$ cat config.mk
export PLATFORM = sky130hd
export DESIGN_NAME = pipe_stage_reg
export DESIGN_NICKNAME = d
export VERILOG_FILES = /design/src/rtl/pipe_stage_reg.sv
export SDC_FILE = /design/constraint.sdc
export NUM_CORES = 1
export LEC_CHECK = 0
export CAP_MARGIN = 20
export CORE_UTILIZATION = 38
export CTS_CLUSTER_SIZE = 12
export DETAILED_ROUTE_END_ITERATION = 16
export HOLD_SLACK_MARGIN = 0.02
export PLACE_DENSITY = 0.81
export SYNTH_ARGS = -nofsm -noshare
export SYNTH_HDL_FRONTEND = slang
export SYNTH_SLANG_ARGS = --single-unit
$ cat constraint.sdc
create_clock -name clk -period 1.7 [get_ports clk]
set_input_delay 0.17 -clock clk [delete_from_list [all_inputs] [get_ports clk]]
set_output_delay 0.17 -clock clk [all_outputs]
set_load 0.02 [all_outputs]
$ cat src/rtl/pipe_stage_reg.sv
// pipe_stage_reg: valid/ready pipeline register with optional 2-entry skid buffer, flush and stall counter
module pipe_stage_reg #(
  parameter int WIDTH = 32,
  parameter int SKID = 0,
  parameter logic [WIDTH-1:0] RESET_VAL = '0,
  parameter int CNT_W = 16
) (
  input  logic             clk,
  input  logic             reset,
  input  logic             flush,
  input  logic             in_valid,
  output logic             in_ready,
  input  logic [WIDTH-1:0] in_data,
  output logic             out_valid,
  input  logic             out_ready,
  output logic [WIDTH-1:0] out_data,
  output logic [CNT_W-1:0] stall_cnt
);
  typedef enum logic [1:0] {EMPTY, ONE, FULL} state_t;
  logic acc, con;
  assign acc = in_valid && in_ready;
  assign con = out_valid && out_ready;
  always_ff @(posedge clk)
    if (reset) stall_cnt <= '0;
    else if (out_valid && !out_ready && !(&stall_cnt)) stall_cnt <= stall_cnt + 1'b1;
  if (SKID == 0) begin : g_reg
    logic v;
    logic [WIDTH-1:0] d;
    always_ff @(posedge clk)
      if (reset) begin
        v <= 1'b0;
        d <= RESET_VAL;
      end else begin
        if (acc && !flush) d <= in_data;
        v <= !flush && (acc || (v && !con));
      end
    assign in_ready = !v || out_ready;
    assign out_valid = v;
    assign out_data = d;
  end else begin : g_skid
    state_t state, nxt;
    logic rdy;
    logic [WIDTH-1:0] main, skid;
    always_comb
      nxt = flush ? EMPTY :
            state == EMPTY ? (acc ? ONE : EMPTY) :
            state == ONE ? ((acc && !con) ? FULL : (!acc && con) ? EMPTY : ONE) :
            (con ? ONE : FULL);
    always_ff @(posedge clk)
      if (reset) begin
        state <= EMPTY;
        rdy <= 1'b1;
        main <= RESET_VAL;
        skid <= '0;
      end else begin
        state <= nxt;
        rdy <= nxt != FULL;
        if (!flush && acc && (state == EMPTY || con)) main <= in_data;
        else if (!flush && state == FULL && con) main <= skid;
        if (!flush && state == ONE && acc && !con) skid <= in_data;
      end
    assign in_ready = rdy;
    assign out_valid = state != EMPTY;
    assign out_data = main;
  end
endmodule

==> impl_metrics.toml, run 1 <==
[grt]
grt_pass1_vias = 1976
antenna_found_initial = 0
overflow = 0
grt_pass1_wl_um = 8440
grt_max_degree = 33
track_usage_pct = 19.6

[yosys]
synth_area_mm2 = 0.00199
muxShareOfSynthArea_pct = 2.70
synth-seq-cells = 49
synth_edf_count = 0
synth_top_family_by_area = "simple AND/OR/NAND/NOR gates"
synthAdderAreaFrac_pct = 0.627
synth-async-reset-ratio_pct = 0
seq_area_frac_synth_pct = 49.2
avgSynthCellArea_um2 = 8.11
yosys_warnings = 0
synth_cell_type_count = 38
syn_inst = 246
synthSimpleGateAreaFrac_pct = 29.4
synthXorXnorAreaFrac_pct = 0
synth_nets = 284
synth_compound_area_share_pct = 14.9
synth_top_flop_cell = "dfxtp_1"

[layout]
fillers = 450
syn_to_final_growth_pct = 61.8
antenna_cells = 0
drive_above_1_share_pct = 15.1
layout_commonest_cell = "clkdlybuf4s50_1"
final_util_pct = 63.6
layout_common_cells = "clkdlybuf4s50_1, nand2_1, a21oi_1"
fin_nets = 387

[clock_network]
cts_inserted_buffers = 5
clk_pin_slew_ps = 100
cts_tree = "yes"
htreeDepth = 2
cts_buffer_depth = 2
root_buffer = "clkbuf_8"
clk_latency_ps = 300
clock_sinks = 49

[floorplanning]
die_w_um = 74.4
die-area_mm2 = 0.00554
ios = 87
die_y_um = 74.4
initial_utilization_pct = 39.3
rows = 26
core_mm2 = 0.00507

[setup_path]
crit_fanout = 6
critPathSlowestCell = "or4_1"
worst_ep_required_time_ps = 1900
path_cells = "nand4_4 > or4_1 > nor3_2 > mux2_1"
crit_family = "simple AND/OR/NAND/NOR gates"
worstSetupPathType = "reg2reg"
critPathArrivalTime_ps = 1850
start_kind = "flop"
regToRegSetupSlack_ps = 50
path_buf_inv = 0
cp-end-kind = "flop"
crit_path_max_incr_delay_ps = 570

[place]
hpwl_um = 3870
portBuffers = 86
place_congestion = 0.906

[route]
drt-initial-drc-count = 154
wl_met3_um = 344
wire_per_inst_um = 13.1
route.met2.wl_um = 2800
top_layer_used = "met4"
first_pass_iters = 4
drc = 0
via_per_inst = 5.13
drt-met1-wl_um = 2320
via_count = 2154
final_antenna_net_count = 0
routed_wirelength_um = 5510

[job]
cap_violations = 0

[power_and_ir_drop]
ir_drop_uv = 503
cellPowerDensity_mw_per_mm2 = 685
power_leakage_nw = 1.14

[timing]
hold_violations = 0
rsz0062_at_grt = "true"
min_period_over_period_pct = 96.9
max_clock_freq_mhz = 607
holdWs_ps = 295
fin_crit_ps = 1650
setup-violations-final = 0
skew_ps = 11.1
worstMarginPinSlew_ps = 425
final_max_slew_viol_count = 0
relSlewSlack_pct = 71.6

[min_path]
hold_path_class = "in2reg"

[outcome]
run_status = "completed"
==> synth_stat cells (2+ instances only) <==
library cell / n / area share, %
mux2_2: 2 / 1.1
or3_1: 4 / 1.3
nand4_1: 5 / 1.6
o31ai_1: 2 / 0.75
nand2_1: 70 / 13
nand3_1: 4 / 1.0
nor4_1: 3 / 0.94
a21oi_1: 42 / 11
mux2i_1: 2 / 1.0
o21ai_0: 6 / 1.5
nor3_1: 6 / 1.5
nor2b_1: 3 / 0.94
or4_1: 3 / 1.1
nor3b_1: 2 / 0.75
clkbuf_1: 10 / 1.9
nor2_1: 10 / 1.9
inv_1: 2 / 0.38
nand3b_1: 2 / 0.75
dfxtp_1: 49 / 49
==> final cells by class <==
| class | instances | area [um^2] | area share, % |
|---|---|---|---|
| Tap cell | 70 | 87.6 | 2.71 |
| Timing Repair Buffer | 109 | 1050 | 32.5 |
| Clock inverter | 3 | 21.3 | 0.659 |
| Sequential cell | 49 | 1000 | 31.0 |
| Clock buffer | 5 | 68.8 | 2.13 |
| Inverter | 3 | 11.3 | 0.349 |
| Multi-Input combinational cell | 181 | 991 | 30.7 |
==> metrics by stage <==
| step | area [um^2] | setup slack, ps | power, mW | TNS [ps] | std cells |
|---|---|---|---|---|---|
| after CTS | 3180 | 0.694 | 2.24 | 0 | 419 |
| after global routing | 3230 | -16.8 | 2.30 | -29.5 | 420 |
| final | 3230 | 52.7 | 2.21 | 0 | 420 |
| after global placement | 3090 | -86.3 | 1.54 | -431 | 411 |
| after detailed placement | 3090 | -109 | 1.55 | -551 | 411 |
| after floorplan | 2010 | -2.04 | 1.36 | -2.04 | 246 |
==> routing by layer <==
layer	vias to the layer above	global-route usage [%]
met5	-	0
met4	0	9.85
met3	5	4.88
met2	86	33.1
met1	1002	22.9
li1	1061	-
==> power by group <==
| group | internal, mW | leakage (nW) | switching [mW] | total [mW] |
|---|---|---|---|---|
| Combinational | 0.171 | 0.687 | 0.146 | 0.317 |
| Sequential | 1.18 | 0.404 | 0.0196 | 1.20 |
| Clock | 0.293 | 0.0445 | 0.403 | 0.696 |
==> path summary, 6_finish.rpt <==
path	startpoint	end	cells past startpoint
max reg2reg	stall_cnt[6]$_SDFFE_PP0P_	stall_cnt[15]$_SDFFE_PP0P_	4
min reg2reg	out_data[8]$_SDFFE_PP0P_	out_data[8]$_SDFFE_PP0P_	2
min	reset	stall_cnt[5]$_SDFFE_PP0P_	2
max	stall_cnt[6]$_SDFFE_PP0P_	stall_cnt[15]$_SDFFE_PP0P_	4
==> state kept, by name, summed over array words and instances, names as in the netlist <==
name / cells
stall_cnt: 16
out_valid: 1
out_data: 32
==> repair_timing <==
action                                  CTS  global route
endpoints found under the setup margin    0             5
hold buffers                              0             0
setup buffers                             0             0
gates resized for setup                   0             8
==> kinds of logic after synthesis <==
family          after synthesis
simple gates                120
compound gates               55
flops                        49
buf+inv                      16
mux                           5
fa+ha+maj                     1
Power figures use the tool's default switching activity.
==> inputs of run 2 (changes only) <==
--- a/config.mk
+++ b/config.mk
@@ -6,11 +6,12 @@
 export NUM_CORES = 1
 export LEC_CHECK = 0
 export CAP_MARGIN = 20
-export CORE_UTILIZATION = 38
+export CORE_UTILIZATION = 45
 export CTS_CLUSTER_SIZE = 12
 export DETAILED_ROUTE_END_ITERATION = 16
 export HOLD_SLACK_MARGIN = 0.02
-export PLACE_DENSITY = 0.81
+export MAX_ROUTING_LAYER = met4
+export PLACE_DENSITY = 0.9
 export SYNTH_ARGS = -nofsm -noshare
 export SYNTH_HDL_FRONTEND = slang
 export SYNTH_SLANG_ARGS = --single-unit
==> constraint.sdc (replaced) <==
create_clock -name clk -period 1.9 [get_ports clk]
set_input_delay 0.19 -clock clk [delete_from_list [all_inputs] [get_ports clk]]
set_output_delay 0.19 -clock clk [all_outputs]
set_load 0.02 [all_outputs]
==> impl_metrics.toml, run 2 (synthesis results as in run 1) <==
[setup_path]
reg2reg_depth = 6
worst_ep_required_time_ps = 1710
critPathSlowestCell = "clkdlybuf4s50_1"
critPathArrivalTime_ps = 1560
regToRegSetupSlack_ps = 180
worstSetupPathType = "reg2out"
rr_startpoint = "stall_cnt[0]$_SDFFE_PP0P_"
crit_fanout = 8
cp-startpoint = "out_valid$_SDFF_PP0_"
cp-end-kind = "output port"
start_kind = "flop"
crit_path_max_incr_delay_ps = 620
r2r-end = "stall_cnt[3]$_SDFFE_PP0P_"
path_cells = "nor2b_2 > inv_2 > clkdlybuf4s50_1"

[layout]
multi_input_area_um2 = 956
fin_nets = 380
regArea_um2 = 981
fillers = 317
layout_common_cells = "clkdlybuf4s50_1, nand2_1, dfxtp_1"
layout_commonest_cell = "clkdlybuf4s50_1"
drive_above_1_share_pct = 9.91
antenna_cells = 0
syn_to_final_growth_pct = 57.0
largest_register_ff_count = 32

[power_and_ir_drop]
p_switching_uw = 492
combPwrFrac_pct = 13.4
intPower_mw = 1.64
cellPowerDensity_mw_per_mm2 = 681
total_power_mw = 2.13
power_leakage_nw = 1.10
swShare_pct = 23.1
seq_power_share_pct = 50.4
clkPwrFrac_pct = 36.2
ir_drop_uv = 450

[floorplanning]
die_y_um = 68.6
die_w_um = 68.6
die-area_mm2 = 0.00470
initial_utilization_pct = 48.5
rows = 23
core_mm2 = 0.00412
ios = 87

[clock_network]
clk_pin_slew_ps = 90
htreeDepth = 2
clk_latency_ps = 300
clock_sinks = 49
cts_tree = "yes"
cts_buffer_depth = 2
root_buffer = "clkbuf_8"
cts_setup_buffers = 0
cts_inserted_buffers = 5

[route]
first_pass_iters = 4
via_count = 2084
via_per_inst = 5.30
wire_per_inst_um = 13.7
routed_wirelength_um = 5370
drt-initial-drc-count = 120
drc = 0
final_antenna_net_count = 0

[timing]
fin_setup_tns_ps = 0
max_clock_freq_mhz = 570
setup-violations-final = 0
fin_crit_ps = 1750
holdWs_ps = 262
skew_ps = 10.7
worstMarginPinSlew_ps = 497
relSlewSlack_pct = 66.6
min_period_over_period_pct = 92.3
hold_violations = 0
rsz0062_at_grt = "false"
final_max_slew_viol_count = 0

[min_path]
min_to = "stall_cnt[10]$_SDFFE_PP0P_"
hold_start = "reset"
whs_path_depth = 2
hold_path_class = "in2reg"

[grt]
antenna_found_initial = 0
grt_pass1_vias = 1908
grt_pass1_wl_um = 8120
overflow = 0
grt_max_degree = 33
track_usage_pct = 23.8

[job]
cap_violations = 0

[place]
place_congestion = 0.893
hpwl_um = 3880
portBuffers = 86

[outcome]
run_status = "completed"
[run 2: cell count changes in the layout (fill, tap and decap cells not counted), sizes merged]
cell,before,now
buf,23,17
bufinv,0,1
clkbuf,5,6
clkdlybuf4s15,1,0
clkdlybuf4s50,84,85
clkinv,1,0
dlymetal6s2s,1,0
inv,4,3
[run 2: critical path, delay by kind of cell, from the launching register on]
family | cells | cell delay, ps
DFF | 1 | 340
and+or+nand+nor | 1 | 170
buffers and inverters | 2 | 750
[run 2: worst max-delay path by stage]
stage,endpoint,slack (ps),cells after the start
6_report,in_ready,150,3
4_1_cts,in_ready,110,3
3_5_place_dp,stall_cnt[7]$_SDFFE_PP0P_,30,5
2_1_floorplan,stall_cnt[15]$_SDFFE_PP0P_,50,4
5_1_grt,stall_cnt[6]$_SDFFE_PP0P_,40,5
3_3_place_gp,stall_cnt[13]$_SDFFE_PP0P_,120,5
[run 2: per-stage QoR]
step / utilization, % / worst slack [ps] / area (um^2) / std cells
floorplan: - / 47.7 / 1990 / 246
global placement: 73.1 / 121 / 3010 / 385
detailed placement: 73.1 / 29.0 / 3010 / 385
CTS: 76.0 / 107 / 3130 / 393
global route: 76.1 / 43.9 / 3130 / 393
finish: 76.1 / 146 / 3130 / 393
[run 2: cell type report]
type	count	area share, %
clock buffers	6	2.64
clock inverters	2	1.20
inverters	3	0.360
multi-input cells	181	30.5
flip-flops and latches	49	31.3
well taps	50	2.00
repair buffers	102	32.0
[run 2: repair_timing]
action                                  CTS  global route
gates resized for setup                   0             1
endpoints found under the setup margin    0             1
hold buffers                              0             0
[run 2: power groups by stage]
stage	Clock [mW]	Combinational (mW)	Sequential [mW]
floorplan	0	0.0738	1.14
CTS	0.787	0.287	1.08
finish	0.772	0.285	1.08
detailed placement	0	0.285	1.10
global route	0.840	0.306	1.08
global placement	0	0.281	1.10
[run 2: routing by layer]
metal	up-vias	global-route usage, %	wire length (um)
met3	10	6.58	312
met1	954	26.4	2290
li1	1047	-	-
met4	0	8.59	55
met2	73	40.8	2710
met5	-	-	0
